`src/rtl/quad_encoder_decoder.sv`:
```
// Purpose : quadrature (A/B) encoder decoder with 2-flop sync, per-channel
//           debounce, 4x decode, signed wrapping position count, sticky
//           illegal-transition flag.
// Latency : pad edge -> count = 2 (sync) + DEBOUNCE + 1 clk cycles.
// Backpressure: none; the decoder follows the pads every cycle.
//
// Ports:
//   clk      system clock, rising edge
//   resetb   asynchronous active-low reset
//   enc_a    raw encoder A (async)
//   enc_b    raw encoder B (async)
//   enable   count enable; state tracking continues while low
//   clear    synchronous clear of count and err (wins over step/index)
//   enc_idx  raw index pulse, used only when QENC_INDEX_EN is defined
//   count    WIDTH-bit two's-complement position, wraps
//   step     one-cycle pulse per applied count change
//   dir      direction of last applied step (1 = +1, 0 = -1)
//   err      sticky illegal-transition flag
//
// Build option: define QENC_INDEX_EN to add a synchronised, debounced index
// input whose filtered rising edge zeroes the count.

module quad_encoder_decoder #(
   parameter int WIDTH    = 16,
   parameter int DEBOUNCE = 4,
   parameter int DB_W     = 4
) (
   input  logic             clk,
   input  logic             resetb,
   input  logic             enc_a,
   input  logic             enc_b,
   input  logic             enable,
   input  logic             clear,
   input  logic             enc_idx,
   output logic [WIDTH-1:0] count,
   output logic             step,
   output logic             dir,
   output logic             err
);

`ifdef QENC_INDEX_EN
   localparam int NCH = 3;   // channel 0 = A, 1 = B, 2 = index
`else
   localparam int NCH = 2;   // channel 0 = A, 1 = B
`endif

   // Counter value on which a still-differing input is accepted.
   localparam logic [DB_W-1:0] DB_LAST = DB_W'(DEBOUNCE - 1);

   logic [NCH-1:0]  raw;
   logic [NCH-1:0]  sync_m;
   logic [NCH-1:0]  sync_s;
   logic [NCH-1:0]  filt;
   logic [DB_W-1:0] db_cnt [NCH];

   logic [1:0] ab_cur;
   logic [1:0] ab_prev;
   logic       fwd;
   logic       rev;
   logic       illegal;
   logic       idx_rise;

`ifdef QENC_INDEX_EN
   assign raw = {enc_idx, enc_b, enc_a};
`else
   assign raw = {enc_b, enc_a};
   // Index pad has no function in this build.
   logic unused_idx;
   assign unused_idx = enc_idx;
`endif

   // ------------------------------------------------------------------
   // Two-flop synchronisers for every channel.
   // ------------------------------------------------------------------
   always_ff @(posedge clk or negedge resetb) begin
      if (!resetb) begin
         sync_m <= '0;
         sync_s <= '0;
      end else begin
         sync_m <= raw;
         sync_s <= sync_m;
      end
   end

   // ------------------------------------------------------------------
   // Debounce: the filtered value follows the synchronised value only
   // after it has differed for DEBOUNCE consecutive cycles. Any cycle of
   // agreement restarts the count, so shorter glitches are swallowed.
   // ------------------------------------------------------------------
   always_ff @(posedge clk or negedge resetb) begin
      if (!resetb) begin
         filt <= '0;
         for (int i = 0; i < NCH; i++) begin
            db_cnt[i] <= '0;
         end
      end else begin
         for (int i = 0; i < NCH; i++) begin
            if (sync_s[i] == filt[i]) begin
               db_cnt[i] <= '0;
            end else if (db_cnt[i] == DB_LAST) begin
               filt[i]   <= sync_s[i];
               db_cnt[i] <= '0;
            end else begin
               db_cnt[i] <= db_cnt[i] + DB_W'(1);
            end
         end
      end
   end

   // ------------------------------------------------------------------
   // 4x decode of {A,B} against the previous filtered state.
   // ------------------------------------------------------------------
   assign ab_cur = {filt[0], filt[1]};

   always_ff @(posedge clk or negedge resetb) begin
      if (!resetb) begin
         ab_prev <= 2'b00;
      end else begin
         ab_prev <= ab_cur;
      end
   end

   always_comb begin
      fwd     = 1'b0;
      rev     = 1'b0;
      illegal = 1'b0;
      case ({ab_prev, ab_cur})
         4'b00_10, 4'b10_11, 4'b11_01, 4'b01_00: fwd     = 1'b1;
         4'b00_01, 4'b01_11, 4'b11_10, 4'b10_00: rev     = 1'b1;
         4'b00_11, 4'b11_00, 4'b01_10, 4'b10_01: illegal = 1'b1;
         default: ;
      endcase
   end

   // ------------------------------------------------------------------
   // Index: rising edge of the filtered index zeroes the count.
   // ------------------------------------------------------------------
`ifdef QENC_INDEX_EN
   logic idx_d;

   always_ff @(posedge clk or negedge resetb) begin
      if (!resetb) begin
         idx_d <= 1'b0;
      end else begin
         idx_d <= filt[2];
      end
   end

   assign idx_rise = filt[2] & ~idx_d;
`else
   assign idx_rise = 1'b0;
`endif

   // ------------------------------------------------------------------
   // Count / step / dir / err. Priority: clear, then index, then step.
   // err still latches an illegal transition on an index cycle; only
   // clear suppresses it.
   // ------------------------------------------------------------------
   always_ff @(posedge clk or negedge resetb) begin
      if (!resetb) begin
         count <= '0;
         step  <= 1'b0;
         dir   <= 1'b0;
         err   <= 1'b0;
      end else begin
         step <= 1'b0;
         if (clear) begin
            count <= '0;
            err   <= 1'b0;
         end else begin
            if (illegal) begin
               err <= 1'b1;
            end
            if (idx_rise) begin
               count <= '0;
            end else if (enable && (fwd || rev)) begin
               count <= fwd ? count + WIDTH'(1) : count - WIDTH'(1);
               step  <= 1'b1;
               dir   <= fwd;
            end
         end
      end
   end

endmodule
```
`config.mk`:
```
export PLATFORM = sky130hd
export DESIGN_NAME = quad_encoder_decoder
export DESIGN_NICKNAME = d
export VERILOG_FILES = /design/src/rtl/quad_encoder_decoder.sv
export SDC_FILE = /design/constraint.sdc
export NUM_CORES = 1
export LEC_CHECK = 0
export BUFFER_PORTS_ARGS = -buffer_cell sky130_fd_sc_hd__buf_2
export CAP_MARGIN = 40
export CORE_MARGIN = 4
export CORE_UTILIZATION = 50
export CTS_BUF_LIST = sky130_fd_sc_hd__clkbuf_2 sky130_fd_sc_hd__clkbuf_4 sky130_fd_sc_hd__clkbuf_8
export CTS_CLUSTER_SIZE = 25
export DETAILED_ROUTE_END_ITERATION = 10
export PLACE_DENSITY = 0.68
export SETUP_SLACK_MARGIN = 0.4
export SKIP_CTS_REPAIR_TIMING = 1
export SLEW_MARGIN = 20
export SYNTH_ARGS = -nofsm -noshare
export SYNTH_HDL_FRONTEND = slang
export SYNTH_SLANG_ARGS = --single-unit
```
`constraint.sdc`:
```
create_clock -name clk -period 3.88 [get_ports clk]
set_input_delay 0.776 -clock clk [delete_from_list [all_inputs] [get_ports clk]]
set_output_delay 0.776 -clock clk [all_outputs]
set_load 0.005 [all_outputs]
```
==> flow_summary.yaml, run 1 <==
clock_tree:
  htreeDepth: 2
  clkLatencyLatePin_ns: 0.29
  cts.sinks: 35
  clock_path_buffers: 2
  clk_pin_slew_worst_paths_ns: 0.08
  cts_tree: "yes"
  root_buffer: "clkbuf_8"
  cts_inserted_buffers: 5
critical_path:
  worstPathCellList: "xnor2_1, nor2_1, clkinvlp_4, buf_4, ha_1, nor2b_1, o31ai_2, a211oi_1, or4_1, a32o_1"
  cp_top_family: "simple AND/OR/NAND/NOR gates"
  critPathRequiredTime_ns: 4.06
  worstPathArrival_ns: 3.39
  endpoint_kind: "flip-flop"
  worstSetupPathType: "reg -> reg"
  critPathBufInv: 2
  cp_max_fo: 5
  startpoint_type: "flip-flop"
  cp_slowest_cell: "or4_1"
  max_stage_delay_ns: 0.48
routing:
  vias_per_cell: 5.757
  drt_wl_total_mm: 4.485
  drc: 0
  initialDrtViolationCount: 132
  wl_per_cell_um: 14.95
  vias: 1727
  ant_nets: 0
  first_pass_iters: 4
die:
  fp.dieArea_mm2: 0.005384
  initial_utilization_pct: 52.67
  std_cell_rows: 23
  die_w_um: 73.38
  io_pins: 26
  core_mm2: 0.004058
  die_y_um: 73.38
global_route:
  grt_pass1_vias: 1625
  grt_pass1_wl_mm: 7.617
  grt_overflow_total: 0
  grt_use_total_pct: 18.11
  grt_max_degree: 36
  antenna_found_initial: 0
timing:
  rsz0062_at_grt: "no"
  min_period_over_period_pct: 82.69
  maxSlewViolCount: 0
  clock_skew_ns: 0.006606
  hold_slack_ns: 0.3197
  min_period_ns: 3.209
  hold_violations: 0
  max_slew.worst_pin.slew_ns: 0.7727
  fmax_mhz: 311.7
  setup_violations: 0
  relSlewSlack_pct: 48.21
  fin_setup_tns_ns: 0
layout:
  seqCellArea_um2: 875.8
  area_delta_synth_final_pct: 15.69
  num-nets-final: 273
  drive_above_1_share_pct: 18.40
  finalNonFillerCells: 300
  multiInputGateArea_mm2: 0.001201
  n_antenna_cell: 0
  fill_cells: 344
logic_synthesis:
  synth-seq-cells: 35
  syn_nets: 240
  syn_avg_cell_area_um2: 9.894
  ys_seq_area_share_pct: 40.98
  synth_edf_count: 0
  ys_warn_count: 0
  synth.distinct_cells: 41
  netlist_instances: 216
  async_flop_share_pct: 100.0
  netlist_area_mm2: 0.002137
  synth_top_area_cell: "dfrtp_1"
  synth-main-ff-cell: "dfrtp_1"
  yosys.area.top_type_share_pct: 40.98
  synth.area.top_cells: "dfrtp_1 41%, ha_1 9.4%, a21oi_1 5.6%"
placed_design:
  portBuffers: 24
  place_congestion: 0.8591
  dp.cells: 287
  dp_hpwl_mm: 3.110
run_status:
  status: "complete, no violations"
min_path:
  hp-class: "in -> async"
job:
  max-cap-violations: 0
==> placed cells by master, fill, tap and decap left out, types with 3 or more instances in the layout <==
cell type	instances
a211o_1	3
a211oi_1	4
a21o_1	4
a21oi_1	24
a221o_1	4
a32o_1	4
buf_2	24
buf_4	4
clkbuf_8	6
dfrtp_1	35
ha_1	16
inv_1	10
mux2_2	3
nand2_1	19
nand3_1	11
nand3b_1	3
nor2_1	8
nor2b_1	3
nor3_1	6
o2111a_1	3
o21a_1	5
o21ai_0	12
xnor2_1	7
xor2_1	4
==> path summary, 6_finish.rpt <==
check | slack [ns] | start | to | cells past startpoint
setup reg to reg | 0.67 | filt[0] | count[12] | 10
hold / removal | 0.32 | resetb | count[12] | 1
hold reg to reg | 0.35 | sync_m[1] | sync_s[1] | 0
min in group clk | 0.35 | sync_m[1] | sync_s[1] | 0
setup / recovery | 0.67 | filt[0] | count[12] | 10
max in group asynchronous | 3.16 | resetb | sync_m[1] | 2
==> metrics by stage <==
stage / setup WS, ns / cell area (um2) / util, %
after floorplan: 1.081 / 2137 / -
after global placement: 0.6624 / 2301 / 56.71
after detailed placement: 0.6355 / 2301 / 56.71
after CTS: 0.6336 / 2419 / 59.61
after global routing: 0.4083 / 2472 / 60.93
final: 0.6714 / 2472 / 60.93
==> flip-flops by register name, indices dropped and copies added, names as in the netlist <==
| name | count |
|---|---|
| count | 16 |
| db_cnt | 8 |
| ab_prev | 2 |
| filt | 2 |
| sync_m | 2 |
| sync_s | 2 |
| dir | 1 |
| err | 1 |
| step | 1 |
==> kinds of logic (layout without fill, tap and decap cells) <==
kind of cell,Yosys count,in the layout,synth area share (%)
buffers and inverters,14,48,2.810
AND/OR/NAND/NOR,63,63,14.99
XOR/XNOR,13,13,6.030
flip-flops,35,35,40.98
multiplexers,3,3,1.581
AO/OA/AOI/OAI,71,71,23.30
adder cells (fa/ha/maj),17,17,10.30
==> area by class of cell <==
| cell class | count | area share, % |
|---|---|---|
| Timing Repair Buffer | 29 | 6.883 |
| Clock inverter | 2 | 1.417 |
| Sequential cell | 35 | 35.43 |
| Clock buffer | 6 | 3.340 |
| Tap cell | 50 | 2.530 |
| Multi-Input combinational cell | 167 | 48.58 |
| Inverter | 11 | 1.822 |
==> synthesized netlist by cell type, types with 5 or more instances <==
library cell,instances
nand3_1,11
o21a_1,5
a21oi_1,24
xnor2_1,7
dfrtp_1,35
o21ai_0,12
nor2_1,8
inv_1,11
nand2_1,19
nor3_1,6
ha_1,16
==> metal layers <==
layer	track usage (%)	part of all wire, %	up-vias
met3	3.010	3.7	7
met1	24.28	46	821
met4	5.433	1.4	0
met2	30.09	49	27
li1	-	-	872
met5	0	0	-
Power of run 1 is left out: the tool's default activity adds up to more than one toggle a clock period on the data nets, which glitch-free logic cannot reach.
==> run 2: changes to the inputs <==
--- a/config.mk
+++ b/config.mk
@@ -12,7 +12,7 @@
 export CTS_BUF_LIST = sky130_fd_sc_hd__clkbuf_2 sky130_fd_sc_hd__clkbuf_4 sky130_fd_sc_hd__clkbuf_8
 export CTS_CLUSTER_SIZE = 25
 export DETAILED_ROUTE_END_ITERATION = 10
-export PLACE_DENSITY = 0.68
+export PLACE_DENSITY = 0.71
 export SETUP_SLACK_MARGIN = 0.4
 export SKIP_CTS_REPAIR_TIMING = 1
 export SLEW_MARGIN = 20
==> constraint.sdc (replaced) <==
create_clock -name clk -period 2.57 [get_ports clk]
set_input_delay 0.514 -clock clk [delete_from_list [all_inputs] [get_ports clk]]
set_output_delay 0.514 -clock clk [all_outputs]
set_load 0.005 [all_outputs]
==> run 2 against run 1 <==
First-iteration DRC count is 20% lower. Register-to-register slack got worse by 0.65 ns. Final cell count is 1.7% higher. Clock skew is 0.0037 ns higher. Sequential share of layout area is 2.2 points lower. Via count is 2.9% higher. Utilization is 3.9 points higher. Die area unchanged. Non-clock buffer count is 5 higher. Clock-buffer cell count down 1. Routed wire length grew 2.1%. Sequential cell count is the same.
==> flow_summary.yaml, run 2 (synthesis results as in run 1) <==
layout:
  seqCellArea_um2: 875.8
  largest_register_ffs: 16
  layout_commonest_cell: "dfrtp_1"
  drive_above_1_share_pct: 26.67
  finalNonFillerCells: 305
  area_delta_synth_final_pct: 23.18
  reg_top3: "count: 16 flops, db_cnt: 8 flops"
  stdcell_area_mm2: 0.002633
  n_antenna_cell: 0
  max_flop_register: "count"
  fill_cells: 342
  final_cell_mix: "35 x dfrtp_1, 24 x buf_2, 23 x a21oi_1, 18 x nand2_1, 11 x o21ai_0"
  num-nets-final: 278
  multiInputGateArea_mm2: 0.001344
global_route:
  antenna_found_initial: 0
  grt_max_degree: 36
  grt_overflow_total: 0
  grt_pass1_wl_mm: 7.686
  grt_pass1_vias: 1673
  grt_use_total_pct: 18.41
critical_path:
  reg2reg_slack_ns: 0.02
  cp_num_cells: 9
  timing.rr.end: "count[12]"
  worstPathArrival_ns: 2.73
  critPathBufInv: 1
  startpoint_type: "flip-flop"
  worstPathCellList: "xor2_1, nor2_2, inv_6, ha_4, nor2b_4, o31ai_4, a211oi_2, or4_1, a32o_1"
  rr_worst_depth: 9
  cp_top_family: "simple AND/OR/NAND/NOR gates"
  max_stage_delay_ns: 0.48
  critPathRequiredTime_ns: 2.75
  startpoint: "ab_prev[1]"
  cp_slowest_cell: "or4_1"
  worstSetupPathType: "reg -> reg"
  cp-endpoint: "count[12]"
  reg2reg_from: "ab_prev[1]"
  endpoint_kind: "flip-flop"
  cp_max_fo: 14
routing:
  ant_nets: 0
  first_pass_iters: 4
  initialDrtViolationCount: 106
  vias_per_cell: 5.826
  drc: 0
  wl_per_cell_um: 15.01
  highest_layer: "met4"
  met3_length_um: 242
  vias: 1777
  met2WireLength_mm: 2.178
  drt_wl_total_mm: 4.579
  wl_met1_mm: 2.127
timing:
  min_period_ns: 2.550
  fmax_mhz: 392.1
  clock_skew_ns: 0.01026
  max_slew.worst_pin.slew_ns: 0.5404
  hold_violations: 0
  min_period_over_period_pct: 99.23
  setup_violations: 0
  relSlewSlack_pct: 63.84
  maxSlewViolCount: 0
  rsz0062_at_grt: "yes"
clock_tree:
  clkLatencyLatePin_ns: 0.29
  clk_pin_slew_worst_paths_ns: 0.08
  cts_tree: "yes"
  cts_inserted_buffers: 5
  root_buffer: "clkbuf_8"
  htreeDepth: 2
  clock_path_buffers: 2
  cts.sinks: 35
placed_design:
  place_area_mm2: 0.002469
  portBuffers: 24
  dp.cells: 296
  dp_hpwl_mm: 3.340
  place_congestion: 0.8586
min_path:
  hp-class: "in -> async"
die:
  die_w_um: 73.38
  initial_utilization_pct: 52.67
  std_cell_rows: 23
  die_y_um: 73.38
  io_pins: 26
  core_mm2: 0.004058
  fp.dieArea_mm2: 0.005384
job:
  max-cap-violations: 0
run_status:
  status: "complete, no violations"
==> run 2: worst min-delay path by stage <==
stage | slack (ns) | depth (start not counted) | to | start
2_1_floorplan | 0.22 | 0 | ab_prev[0] | resetb
3_5_place_dp | 0.35 | 0 | sync_s[1] | sync_m[1]
5_1_grt | 0.15 | 1 | count[9] | resetb
6_report | 0.14 | 1 | count[12] | resetb
4_1_cts | 0.32 | 1 | sync_m[0] | enc_a
3_3_place_gp | 0.35 | 0 | sync_s[1] | sync_m[1]
==> run 2: worst register-to-register path: stages (launching register included) <==
cell	delay [ns]
dfrtp_1	0.40
xor2_1	0.18
nor2_2	0.19
inv_6	0.13
ha_4	0.28
nor2b_4	0.14
o31ai_4	0.28
a211oi_2	0.13
or4_1	0.48
a32o_1	0.25
==> run 2: per-layer routing <==
metal / up-vias / GRT usage [%]
li1: 889 / -
met1: 850 / 23.80
met2: 34 / 30.49
met3: 4 / 4.925
met4: 0 / 5.030
met5: - / 0
==> run 2: area by class of cell <==
cell class | instances | share of cell area, %
Clock buffer | 5 | 2.614
Clock inverter | 3 | 0.7605
Inverter | 11 | 1.759
Multi-Input combinational cell | 167 | 51.05
Sequential cell | 35 | 33.27
Tap cell | 50 | 2.376
Timing Repair Buffer | 34 | 8.175
==> run 2: per-stage QoR <==
stage               utilization, %  hold WS, ns  setup TNS [ns]  worst slack, ns
floorplan                        -       0.2184               0          0.01802
global placement             60.84       0.3472               0          0.03640
detailed placement           60.84       0.3505               0         0.006948
CTS                          63.03       0.3213       -0.004080        -0.004080
global route                 64.88       0.1542         -0.4740         -0.09612
finish                       64.88       0.1437               0          0.01975
Power of run 2 is left out for the same reason.
==> run 3: changes to the inputs <==
--- a/config.mk
+++ b/config.mk
@@ -5,6 +5,7 @@
 export SDC_FILE = /design/constraint.sdc
 export NUM_CORES = 1
 export LEC_CHECK = 0
+export ABC_AREA = 1
 export BUFFER_PORTS_ARGS = -buffer_cell sky130_fd_sc_hd__buf_2
 export CAP_MARGIN = 40
 export CORE_MARGIN = 4
==> constraint.sdc (replaced) <==
create_clock -name clk -period 2.12 [get_ports clk]
set_input_delay 0.424 -clock clk [delete_from_list [all_inputs] [get_ports clk]]
set_output_delay 0.424 -clock clk [all_outputs]
set_load 0.005 [all_outputs]
==> run 3 against run 2 <==
Register-to-register slack hardly changed. Non-clock buffer count grew 12. Worst setup slack gained 0.0088 ns. Area after synthesis up 8.1%. Synthesized cell count up 51%. Clock skew down 0.00085 ns. First-iteration DRC count is 56% higher. Critical path depth rose by 4. Routed wire length increased by 23%. Clock-buffer cell count grew 1. Critical path type unchanged.
==> flow_summary.yaml, run 3 <==
critical_path:
  rr_worst_depth: 13
  worstSetupPathType: "reg -> reg"
  reg2reg_slack_ns: 0.03
  cp_top_family: "simple AND/OR/NAND/NOR gates"
  endpoint_kind: "flip-flop"
  worstPathArrival_ns: 2.29
  max_stage_delay_ns: 0.45
  startpoint_type: "flip-flop"
  critPathRequiredTime_ns: 2.31
  critPathBufInv: 2
  reg2reg_from: "filt[1]"
  worstPathCellList: "inv_2, nor2_4, nor2_4, buf_12, nand2_8, ha_4, nand2_1, nand2_2, a21oi_2, nand2_4, or2_4, nand3_2, nand2_1"
  cp_slowest_cell: "dfrtp_2"
  cp_max_fo: 5
  timing.rr.end: "count[7]"
timing:
  maxSlewViolCount: 0
  min_period_ns: 2.091
  min_period_over_period_pct: 98.65
  clock_skew_ns: 0.009414
  max_slew.worst_pin.slew_ns: 0.2791
  rsz0062_at_grt: "yes"
  setup_violations: 0
  fmax_mhz: 478.1
  relSlewSlack_pct: 81.26
  hold_violations: 0
global_route:
  antenna_found_initial: 0
  grt_max_degree: 36
  grt_overflow_total: 0
  grt_pass1_vias: 1967
  grt_pass1_wl_mm: 8.355
  grt_use_total_pct: 17.46
layout:
  largest_register_ffs: 16
  reg_top3: "count: 16 flops, db_cnt: 8 flops"
  finalNonFillerCells: 432
  layout_commonest_cell: "nand2_1"
  area_delta_synth_final_pct: 38.84
  num-nets-final: 403
  final_cell_mix: "98 x nand2_1, 40 x inv_1, 32 x dfrtp_1, 25 x nor2_1, 24 x buf_2"
  n_antenna_cell: 0
  max_flop_register: "count"
  drive_above_1_share_pct: 36.32
logic_synthesis:
  synth-seq-cells: 35
  synth-main-ff-cell: "dfrtp_1"
  netlist_instances: 327
  synth_top_area_cell: "dfrtp_1"
  synth_common_cells: "123 x nand2_1, 47 x inv_1, 35 x dfrtp_1"
  ys_seq_area_share_pct: 37.92
  synth_edf_count: 0
  synth_most_common_cell: "nand2_1"
  syn_avg_cell_area_um2: 7.063
  syn_nets: 351
  ys_warn_count: 0
  netlist_area_mm2: 0.002310
  synth.distinct_cells: 23
  async_flop_share_pct: 100.0
  yosys.area.top_type_share_pct: 37.92
  synth.area.top_cells: "dfrtp_1 38%, nand2_1 20%, ha_1 8.7%"
die:
  fp.dieArea_mm2: 0.005771
  std_cell_rows: 24
  initial_utilization_pct: 52.32
  io_pins: 26
  die_w_um: 75.97
  core_mm2: 0.004414
  die_y_um: 75.97
routing:
  drc: 0
  wl_per_cell_um: 13.04
  initialDrtViolationCount: 165
  vias_per_cell: 5.139
  vias: 2220
  drt_wl_total_mm: 5.635
  ant_nets: 0
  first_pass_iters: 4
placed_design:
  dp.cells: 412
  place_congestion: 0.8452
  dp_hpwl_mm: 3.549
  portBuffers: 24
clock_tree:
  cts_tree: "yes"
  clk_pin_slew_worst_paths_ns: 0.08
  cts_inserted_buffers: 5
  htreeDepth: 2
  clkLatencyLatePin_ns: 0.29
  clock_path_buffers: 2
  root_buffer: "clkbuf_8"
  cts.sinks: 35
min_path:
  hp-class: "in -> reg"
  hold_path_depth: 1
  whs_endpoint: "sync_m[1]"
  worstHoldStart: "enc_b"
job:
  max-cap-violations: 0
run_status:
  status: "complete, no violations"
-- run 3: logic make-up (layout without fill, tap and decap cells) --
logic type	count (synthesis)	after routing	share of synthesized area, %
AO/OA/AOI/OAI	16	16	3.684
AND/OR/NAND/NOR	194	196	35.16
adder cells (fa/ha/maj)	17	17	9.534
XOR/XNOR	10	10	4.117
buffers and inverters	55	106	9.588
flip-flops	35	35	37.92
-- run 3: metal layers --
| layer | GRT usage [%] | wire (um) | vias to the layer above |
|---|---|---|---|
| li1 | - | - | 1116 |
| met1 | 21.19 | 2476 | 1046 |
| met2 | 30.99 | 2820 | 50 |
| met3 | 3.555 | 265 | 8 |
| met4 | 4.804 | 72 | 0 |
| met5 | 0 | 0 | - |
-- run 3: stage by stage --
stage	setup slack, ns	hold WS, ns	area, um2	setup TNS [ns]	utilization, %
detailed placement	-0.04764	0.3358	2661	-0.1673	60.29
global route	-0.08720	0.2291	3207	-0.5085	72.65
global placement	-0.02016	0.3351	2661	-0.04229	60.29
CTS	-0.06248	0.2330	2750	-0.2500	62.30
floorplan	0.1602	0.1284	2412	0	-
finish	0.02851	0.2306	3207	0	72.65
-- run 3: how the worst max path moves through the flow --
stage / slack, ns / startpoint / cells after the start / end
detailed placement: -0.05 / filt[1] / 13 / count[13]
CTS: -0.06 / ab_prev[1] / 14 / count[11]
finish: 0.03 / filt[1] / 13 / count[7]
global route: -0.09 / filt[1] / 15 / count[14]
global placement: -0.02 / ab_prev[1] / 13 / count[14]
floorplan: 0.16 / filt[1] / 13 / count[13]
-- run 3: area by class of cell --
type	instances	area (um2)
Clock buffer	6	76.32
Timing Repair Buffer	46	316.6
Clock inverter	2	12.51
Sequential cell	35	879.6
Inverter	52	202.7
Tap cell	52	65.06
Fill cell	338	1207
Multi-Input combinational cell	239	1654
Power of run 3 is left out for the same reason.
